==> src/rtl/nes_bus_pkg.sv <==
// Shared NES system-bus definitions: arbiter state codes, bus owner encoding
// and the DMA start selection used by the CPU arbiter, OAM DMA and APU DMC.
package nes_bus_pkg;

    typedef logic [2:0] state_t;

    localparam state_t ST_CPU   = 3'd0;
    localparam state_t ST_HALT  = 3'd1;
    localparam state_t ST_ALIGN = 3'd2;
    localparam state_t ST_OAM   = 3'd3;
    localparam state_t ST_DMC   = 3'd4;

    typedef enum logic [1:0] {
        OWN_CPU = 2'd0,
        OWN_OAM = 2'd1,
        OWN_DMC = 2'd2
    } owner_t;

    // Pick the first DMA cycle after the CPU has been halted. DMC has
    // priority on get cycles; a put cycle may burn one alignment cycle.
    function automatic state_t dma_select(input logic dmc_req,
                                          input logic oam_req,
                                          input logic parity,
                                          input logic align_ok);
        if (dmc_req && !parity)
            return ST_DMC;
        else if (align_ok && parity)
            return ST_ALIGN;
        else if (oam_req)
            return ST_OAM;
        else
            return ST_CPU;
    endfunction

    // Which requester owns the address/data/we lines in a given state.
    function automatic owner_t state_owner(input state_t st);
        case (st)
            ST_OAM:  return OWN_OAM;
            ST_DMC:  return OWN_DMC;
            default: return OWN_CPU;
        endcase
    endfunction

endpackage

==> src/rtl/cpu_bus_arbiter_if.sv <==
// Request/grant and muxed system-bus signals between the CPU, the two DMA
// engines and the arbiter. The arbiter drives the bus (master modport).
interface cpu_bus_arbiter_if;

    logic [15:0] cpu_addr;
    logic [7:0]  cpu_wdata;
    logic        cpu_we;

    logic        oam_req;
    logic [15:0] oam_addr;
    logic [7:0]  oam_wdata;
    logic        oam_we;

    logic        dmc_req;
    logic [15:0] dmc_addr;

    logic [15:0] bus_addr;
    logic [7:0]  bus_wdata;
    logic        bus_we;

    logic        cpu_rdy;
    logic        oam_gnt;
    logic        dmc_ack;

    modport master (
        input  cpu_addr, cpu_wdata, cpu_we,
        input  oam_req, oam_addr, oam_wdata, oam_we,
        input  dmc_req, dmc_addr,
        output bus_addr, bus_wdata, bus_we,
        output cpu_rdy, oam_gnt, dmc_ack
    );

    modport slave (
        output cpu_addr, cpu_wdata, cpu_we,
        output oam_req, oam_addr, oam_wdata, oam_we,
        output dmc_req, dmc_addr,
        input  bus_addr, bus_wdata, bus_we,
        input  cpu_rdy, oam_gnt, dmc_ack
    );

endinterface

==> src/rtl/cpu_bus_arbiter_bus_mux.sv <==
// Combinational system-bus multiplexer selected by the current owner.
module bus_mux
    import nes_bus_pkg::*;
(
    input  owner_t      i_owner,
    input  logic [15:0] i_cpu_addr,
    input  logic [7:0]  i_cpu_wdata,
    input  logic        i_cpu_we,
    input  logic [15:0] i_oam_addr,
    input  logic [7:0]  i_oam_wdata,
    input  logic        i_oam_we,
    input  logic [15:0] i_dmc_addr,
    output logic [15:0] o_bus_addr,
    output logic [7:0]  o_bus_wdata,
    output logic        o_bus_we
);

    // Route the selected owner onto the bus; DMC is always a read.
    always_comb begin
        o_bus_addr  = i_cpu_addr;
        o_bus_wdata = i_cpu_wdata;
        o_bus_we    = i_cpu_we;
        case (i_owner)
            OWN_OAM: begin
                o_bus_addr  = i_oam_addr;
                o_bus_wdata = i_oam_wdata;
                o_bus_we    = i_oam_we;
            end
            OWN_DMC: begin
                o_bus_addr  = i_dmc_addr;
                o_bus_wdata = 8'h00;
                o_bus_we    = 1'b0;
            end
            default: ;
        endcase
    end

endmodule

==> src/rtl/cpu_bus_arbiter.sv <==
// NES CPU bus arbiter: halts the CPU on a read cycle and hands the bus to
// OAM DMA or the DMC sample fetch, keeping DMA aligned to get/put parity.
module cpu_bus_arbiter
    import nes_bus_pkg::*;
#(
    parameter logic ALIGN_EN = 1'b1
) (
    input  logic              clk,
    input  logic              reset,
    cpu_bus_arbiter_if.master bus
);

    state_t      r_state;
    state_t      w_next;
    logic        r_parity;      // 0 = get cycle, 1 = put cycle
    owner_t      w_owner;
    logic        w_cpu_we;
    logic [15:0] w_bus_addr;
    logic [7:0]  w_bus_wdata;
    logic        w_bus_we;

    // Get/put parity; cleared by reset so the first edge after release is a get.
    always_ff @(posedge clk or posedge reset) begin
        if (reset)
            r_parity <= 1'b0;
        else
            r_parity <= ~r_parity;
    end

    // Arbiter state register; reset abandons any transfer in flight.
    always_ff @(posedge clk or posedge reset) begin
        if (reset)
            r_state <= ST_CPU;
        else
            r_state <= w_next;
    end

    // Next-state selection. The CPU can only be halted on a read cycle.
    always_comb begin
        w_next = r_state;
        case (r_state)
            ST_CPU: begin
                if ((bus.oam_req | bus.dmc_req) & ~bus.cpu_we)
                    w_next = ST_HALT;
            end
            ST_HALT:
                w_next = dma_select(bus.dmc_req, bus.oam_req, r_parity, ALIGN_EN);
            ST_ALIGN:
                w_next = dma_select(bus.dmc_req, bus.oam_req, r_parity, 1'b0);
            ST_DMC:
                w_next = bus.oam_req ? ST_OAM : ST_CPU;
            ST_OAM: begin
                if (bus.dmc_req && !r_parity)
                    w_next = ST_DMC;        // steal one get cycle from OAM
                else if (!bus.oam_req)
                    w_next = ST_CPU;
            end
            default:
                w_next = ST_CPU;
        endcase
    end

    // Owner and status decode come from the state flop only.
    assign w_owner  = state_owner(r_state);
    assign w_cpu_we = bus.cpu_we & (r_state == ST_CPU);

    bus_mux u_bus_mux (
        .i_owner     (w_owner),
        .i_cpu_addr  (bus.cpu_addr),
        .i_cpu_wdata (bus.cpu_wdata),
        .i_cpu_we    (w_cpu_we),
        .i_oam_addr  (bus.oam_addr),
        .i_oam_wdata (bus.oam_wdata),
        .i_oam_we    (bus.oam_we),
        .i_dmc_addr  (bus.dmc_addr),
        .o_bus_addr  (w_bus_addr),
        .o_bus_wdata (w_bus_wdata),
        .o_bus_we    (w_bus_we)
    );

    assign bus.bus_addr  = w_bus_addr;
    assign bus.bus_wdata = w_bus_wdata;
    assign bus.bus_we    = w_bus_we;
    assign bus.cpu_rdy   = (r_state == ST_CPU);
    assign bus.oam_gnt   = (r_state == ST_OAM);
    assign bus.dmc_ack   = (r_state == ST_DMC);

endmodule

==> src/flat_wrapper.sv <==
// flat-port wrapper written by rule: the top's interface ports become plain ports
module cpu_bus_arbiter_flat import nes_bus_pkg::*;
#(
    parameter logic ALIGN_EN = 1'b1
)
  (clk, reset, bus_cpu_addr, bus_cpu_wdata, bus_cpu_we, bus_oam_req, bus_oam_addr, bus_oam_wdata, bus_oam_we, bus_dmc_req, bus_dmc_addr, bus_bus_addr, bus_bus_wdata, bus_bus_we, bus_cpu_rdy, bus_oam_gnt, bus_dmc_ack);
  cpu_bus_arbiter_if bus_i ();
  input  logic clk;
  input  logic reset;
  input wire logic [$bits(bus_i.cpu_addr)-1:0] bus_cpu_addr;
  input wire logic [$bits(bus_i.cpu_wdata)-1:0] bus_cpu_wdata;
  input wire logic [$bits(bus_i.cpu_we)-1:0] bus_cpu_we;
  input wire logic [$bits(bus_i.oam_req)-1:0] bus_oam_req;
  input wire logic [$bits(bus_i.oam_addr)-1:0] bus_oam_addr;
  input wire logic [$bits(bus_i.oam_wdata)-1:0] bus_oam_wdata;
  input wire logic [$bits(bus_i.oam_we)-1:0] bus_oam_we;
  input wire logic [$bits(bus_i.dmc_req)-1:0] bus_dmc_req;
  input wire logic [$bits(bus_i.dmc_addr)-1:0] bus_dmc_addr;
  output wire logic [$bits(bus_i.bus_addr)-1:0] bus_bus_addr;
  output wire logic [$bits(bus_i.bus_wdata)-1:0] bus_bus_wdata;
  output wire logic [$bits(bus_i.bus_we)-1:0] bus_bus_we;
  output wire logic [$bits(bus_i.cpu_rdy)-1:0] bus_cpu_rdy;
  output wire logic [$bits(bus_i.oam_gnt)-1:0] bus_oam_gnt;
  output wire logic [$bits(bus_i.dmc_ack)-1:0] bus_dmc_ack;
  assign bus_i.cpu_addr = bus_cpu_addr;
  assign bus_i.cpu_wdata = bus_cpu_wdata;
  assign bus_i.cpu_we = bus_cpu_we;
  assign bus_i.oam_req = bus_oam_req;
  assign bus_i.oam_addr = bus_oam_addr;
  assign bus_i.oam_wdata = bus_oam_wdata;
  assign bus_i.oam_we = bus_oam_we;
  assign bus_i.dmc_req = bus_dmc_req;
  assign bus_i.dmc_addr = bus_dmc_addr;
  assign bus_bus_addr = bus_i.bus_addr;
  assign bus_bus_wdata = bus_i.bus_wdata;
  assign bus_bus_we = bus_i.bus_we;
  assign bus_cpu_rdy = bus_i.cpu_rdy;
  assign bus_oam_gnt = bus_i.oam_gnt;
  assign bus_dmc_ack = bus_i.dmc_ack;
  cpu_bus_arbiter #(.ALIGN_EN(ALIGN_EN)) u_core (.clk(clk), .reset(reset), .bus(bus_i));
endmodule
==> config.mk <==
export PLATFORM = sky130hd
export DESIGN_NAME = cpu_bus_arbiter_flat
export DESIGN_NICKNAME = d
export VERILOG_FILES = /design/src/rtl/nes_bus_pkg.sv /design/src/rtl/cpu_bus_arbiter_if.sv /design/src/rtl/cpu_bus_arbiter_bus_mux.sv /design/src/rtl/cpu_bus_arbiter.sv /design/src/flat_wrapper.sv
export SDC_FILE = /design/constraint.sdc
export NUM_CORES = 1
export LEC_CHECK = 0
export CAP_MARGIN = 20
export CORE_AREA = 2 2 64 66
export DETAILED_ROUTE_END_ITERATION = 8
export DIE_AREA = 0 0 66 68
export PLACE_DENSITY = 0.86
export SYNTH_ARGS = -nofsm -noshare
export SYNTH_HDL_FRONTEND = slang
export SYNTH_SLANG_ARGS = --single-unit
==> constraint.sdc <==
create_clock -name clk -period 1.75 [get_ports clk]
set_input_delay 0.2625 -clock clk [delete_from_list [all_inputs] [get_ports clk]]
set_output_delay 0.2625 -clock clk [all_outputs]
set_load 0.02 [all_outputs]
# After elaboration in Yosys (flattened, before gate mapping)
# Cells that the tools add are included.
totals:
  reg_bits: 4
  out_inout_bits: 28
  word_cells: 31
  input_bits: 70
classes:
  reduce_logical: 4
  bitwise: 5
  eq_ne: 8
  muxes: 12
ops:
  columns: ["op", "n"]
  rows:
  - ["$pmux 16 s2", 1]
  - ["$mux 3", 6]
  - ["$pmux 8 s2", 1]
  - ["$pmux 3 s5", 1]
  - ["$eq 3x2->1 const B", 2]
  - ["$pmux 2 s2", 1]
  - ["$eq 3x1->1 const B", 1]
  - ["$eq 3x3->1 const B", 1]
  - ["$logic_not 3->1", 1]
  - ["$ne 3x2->1 const B", 1]
  - ["$and 1x1->1", 2]
  - ["$eq 2x1->1 const B", 1]
  - ["$eq 2x2->1 const B", 1]
  - ["$mux 2", 1]
  - ["$ne 2x1->1 const B", 1]
  - ["$not 1->1", 2]
  - ["$pmux 1 s2", 1]
  - ["$reduce_and 2->1", 1]
  - ["$logic_and 1x1->1", 1]
  - ["$logic_not 1->1", 1]
  - ["$or 1x1->1", 1]

# Depth between registers and ports, before layout
depth:
  depth_word: 4
  ltp_mapped: 6
  depth_no_buf: 3

# Cells and area by module
# From an unflattened synthesis, not the netlist that was laid out.
hier_totals:
  cells_unflattened: 106
  hier_area_um2: 742.0
modules_own_cells:
  columns: ["module", "n_inst", "cells_per_inst", "seq_area_each_um2", "area_each_um2"]
  rows:
  - ["bus_mux", 1, 74, 0.0, 462.9]
  - ["cpu_bus_arbiter", 1, 32, 100.1, 279.0]

# Least setup slack after synthesis
# OpenSTA, ideal clock, no wires.
synth_path:
  path_kind: "register to output"
  startpoint: "register u_core.r_state[1]"
  endpoint: "output bus_bus_addr[10]"
  required_ns: 1.487
  path_slack_ns: 0.048
  arrival_time_ns: 1.439
  n_path_buf: 2
  path_stages_with_launch: 6
  cell_sequence: "dfrtp_1 -> buf_4 -> clkbuf_2 -> nor2b_1 -> o21a_1 -> a211oi_1"
synth_via:
  elab_chain_len: 4
  word_cells_on_any_way: 6
  classes_between: "4 x eq/ne; 2 x mux"
synth_lines:
  columns: ["element", "line_no", "rtl"]
  rows:
  - ["start, declared", "cpu_bus_arbiter.sv:13", "state_t r_state;"]
  - ["start signal, assigned", "cpu_bus_arbiter.sv:35", "r_state <= w_next;"]
  - ["$eq 3x3->1 or $eq 3x2->1 (tied branches)", "nes_bus_pkg.sv:37", "case (st)"]
  - ["$pmux 2 s2 *", "nes_bus_pkg.sv:37", null]
  - ["$eq 2x2->1 or $eq 2x1->1 (tied branches)", "cpu_bus_arbiter_bus_mux.sv:23", "case (i_owner)"]
  - ["$pmux 16 s2 *", "cpu_bus_arbiter_bus_mux.sv:23", null]
  - ["end, declared", "flat_wrapper.sv:19", "output wire logic [$bits(bus_i.bus_addr)-1:0] bus_bus_addr;"]
# Every way passes the cells marked *; elsewhere a longest branch is shown, timed or not.

# Worst setup path in the final report
layout_path:
  startpoint: "register u_core.r_state[1]"
  endpoint: "output bus_bus_addr[8]"
# Same word-level chain as after synthesis.

==> run summary <==
Total negative slack -> -384 ps
Worst EP arrival -> 1540 ps
Failing checks -> negative setup slack
DR vias/cell -> 5.24
Ant. Diodes -> 0
Final Max Tran Viols -> 0
FF-to-FF path depth -> 5
Power density over the cells -> 1240 nW/um2
# IOs -> 98
Seq cells post-synth -> 4
Worst slew margin -> 81.3%
Setup violators final -> 15
Startpoint Class -> flip-flop
CTS tree -> done
Peak supply drop -> 0.858 mV
DR WL/cell -> 14.8 um
Asr flop ratio synth -> 100%
Row cnt -> 23
Top cells by count, synth -> nor3_1 (32), o22ai_1 (23), nor2b_1 (17)
Clock skew -> 1.60 ps
Total of max-cap violations -> 0
HPWL after DPL -> 3.38 mm
All-Layer GR Usage -> 19.8%
Layout cells sized above 1 -> 36.0%
Htree depth -> 1
Final hold vios -> 0
Synth Instances -> 174
Fin crit period -> 1800 ps
Ranking of synthesized cells by area -> a211oi_2 (13%), nor3_1 (13%), o22ai_1 (12%), o21a_1 (9.8%), nor2b_1 (8.6%)
IO buf count -> 97
Top cell type's share of synthesized area -> 13.2%
R2R Setup Slk -> 290 ps
Critical Path Sink -> bus_bus_addr[8]
1st-pass router iterations -> 4
R2R Path End -> u_core.r_state[0]$_DFFE_PP0P_
Routed vias -> 1776
Initial Util -> 31.9%
Syn Nets -> 244
Initial DRC count -> 43
Leakage power -> 1.03 nW
Clock transition at path regs -> 30 ps
Post-synthesis cell type count -> 33
Area leader, netlist -> a211oi_2
Reg2reg start -> u_core.r_state[1]$_DFFE_PP0P_
Period utilisation layout -> 103%
Skew-Pair Late Insertion Delay -> 220 ps
Power Total -> 0.00319 W
Outcome -> complete, but fails checks
CTS Buf Count -> 3
Post-synth EDFFs -> 0
Die Wd -> 66 um
# clock sinks -> 4
Largest net degree at the start of global routing -> 34
Initial antenna violation count -> 0
Gp weighted congestion -> 0.782
WL final -> 5.01 mm
Element type at the critical path end -> primary output
Synth warn -> 0
# nets final -> 360
Synth Cell Area -> 1230 um2
Worst Path Required -> 1490 ps
Seq/Total Area, Yosys -> 8.14%
First-pass GRT wire length -> 7.06 mm
CP Class -> reg -> out
Crit-path max FO -> 13
Type of the most critical hold path -> in -> async
Worst slew pin tran -> 276 ps
DIE AREA -> 4490 um2
Syn_area_per_cell -> 7.07 um2
Setup crit start -> u_core.r_state[1]$_DFFE_PP0P_
Area growth, synth to finish -> 109%
Vias in the first global route -> 1602
DR DRC count -> 0
Grt ovf -> 0
Primary FF master, synth -> dfrtp_1
PnR worst setup slack -> -51.6 ps
Core region area -> 3860 um2
Count leader, synth -> nor3_1
RSZ-0062 raised after global routing -> yes
Die height -> 68 um
Remaining antenna violation count after routing -> 0
Root Driver -> clkbuf_8
Fillers -> 339
Fmax -> 555 MHz
Clock Path Buffers -> 2
-- per-stage QoR --
stage,instances,cell area [um2],hold slack (ps),worst slack [ps],utilization [%]
floorplan,174,1230,28.6,48.4,-
global placement,326,2350,452,-300,61.0
detailed placement,326,2350,460,-324,61.0
CTS,335,2390,228,-36.2,62.0
global route,339,2570,237,-119,66.7
finish,339,2570,225,-51.6,66.7
-- cells in the final DEF (no fill, tap or decap), types with 4 or more instances in the layout --
cell,instances
a211oi_2,15
a21oi_1,7
buf_4,50
buf_6,4
clkdlybuf4s50_1,69
inv_1,4
nand2b_1,4
nor2_1,9
nor2b_1,14
nor3_1,28
nor3_2,4
o21a_1,16
o22ai_1,20
-- registers in the layout, indices dropped and copies added (netlist names) --
signal           cells
u_core.r_state       3
u_core.r_parity      1
-- area by class of cell --
type	instances	area (um2)	area share [%]
clock buffer	4	45.0	1.75
inverter	4	15.0	0.584
multi-input combinational	145	1100	42.6
sequential	4	104	4.04
tap	50	62.6	2.43
timing repair buffer	132	1250	48.6
-- how the worst min path moves through the flow --
stage | slack [ps] | startpoint | cells past startpoint | end
after floorplan | 30 | reset | 1 | u_core.r_parity$_DFF_PP0_
after global placement | 450 | reset | 2 | u_core.r_state[0]$_DFFE_PP0P_
after detailed placement | 460 | reset | 2 | u_core.r_state[2]$_DFFE_PP0P_
after CTS | 230 | reset | 2 | u_core.r_parity$_DFF_PP0_
after global routing | 240 | reset | 2 | u_core.r_parity$_DFF_PP0_
final | 230 | reset | 2 | u_core.r_parity$_DFF_PP0_
-- critical path: stages, from the launching register on --
cell and delay, ps:
dfrtp_2 450, buf_12 170, nor2b_4 120, o21a_1 190, a211oi_2 210, buf_4 180
-- where the power goes --
| group | internal (W) | leakage [nW] | switching (W) | total (W) |
|---|---|---|---|---|
| registers | 0.000122 | 0.0433 | 0.0000497 | 0.000172 |
| clock network | 0.000156 | 0.0228 | 0.0000492 | 0.000205 |
| logic | 0.00141 | 0.962 | 0.00141 | 0.00281 |
-- layer usage --
layer  vias up  track usage [%]  wire length [um]
li1        892                -                 -
met3         4             5.10               329
met5         -                0                 0
met4         0             4.34                35
met1       821             22.9              2050
met2        59             36.6              2600
-- timing repair --
action,4_1_cts,5_1_grt
pin swaps,1,6
gates cloned,1,2
resized for setup,135,33
endpoints found under the setup margin,28,27
hold buffers,0,0
setup buffers,4,2
-- logic make-up (layout without fill, tap and decap cells) --
group | count (synthesis) | count (layout) | synth area share, %
compound gates | 72 | 72 | 46.0
simple gates | 72 | 73 | 32.2
buf+inv | 26 | 140 | 13.6
flops | 4 | 4 | 8.14
No activity file was read; power rests on OpenSTA's default activity.
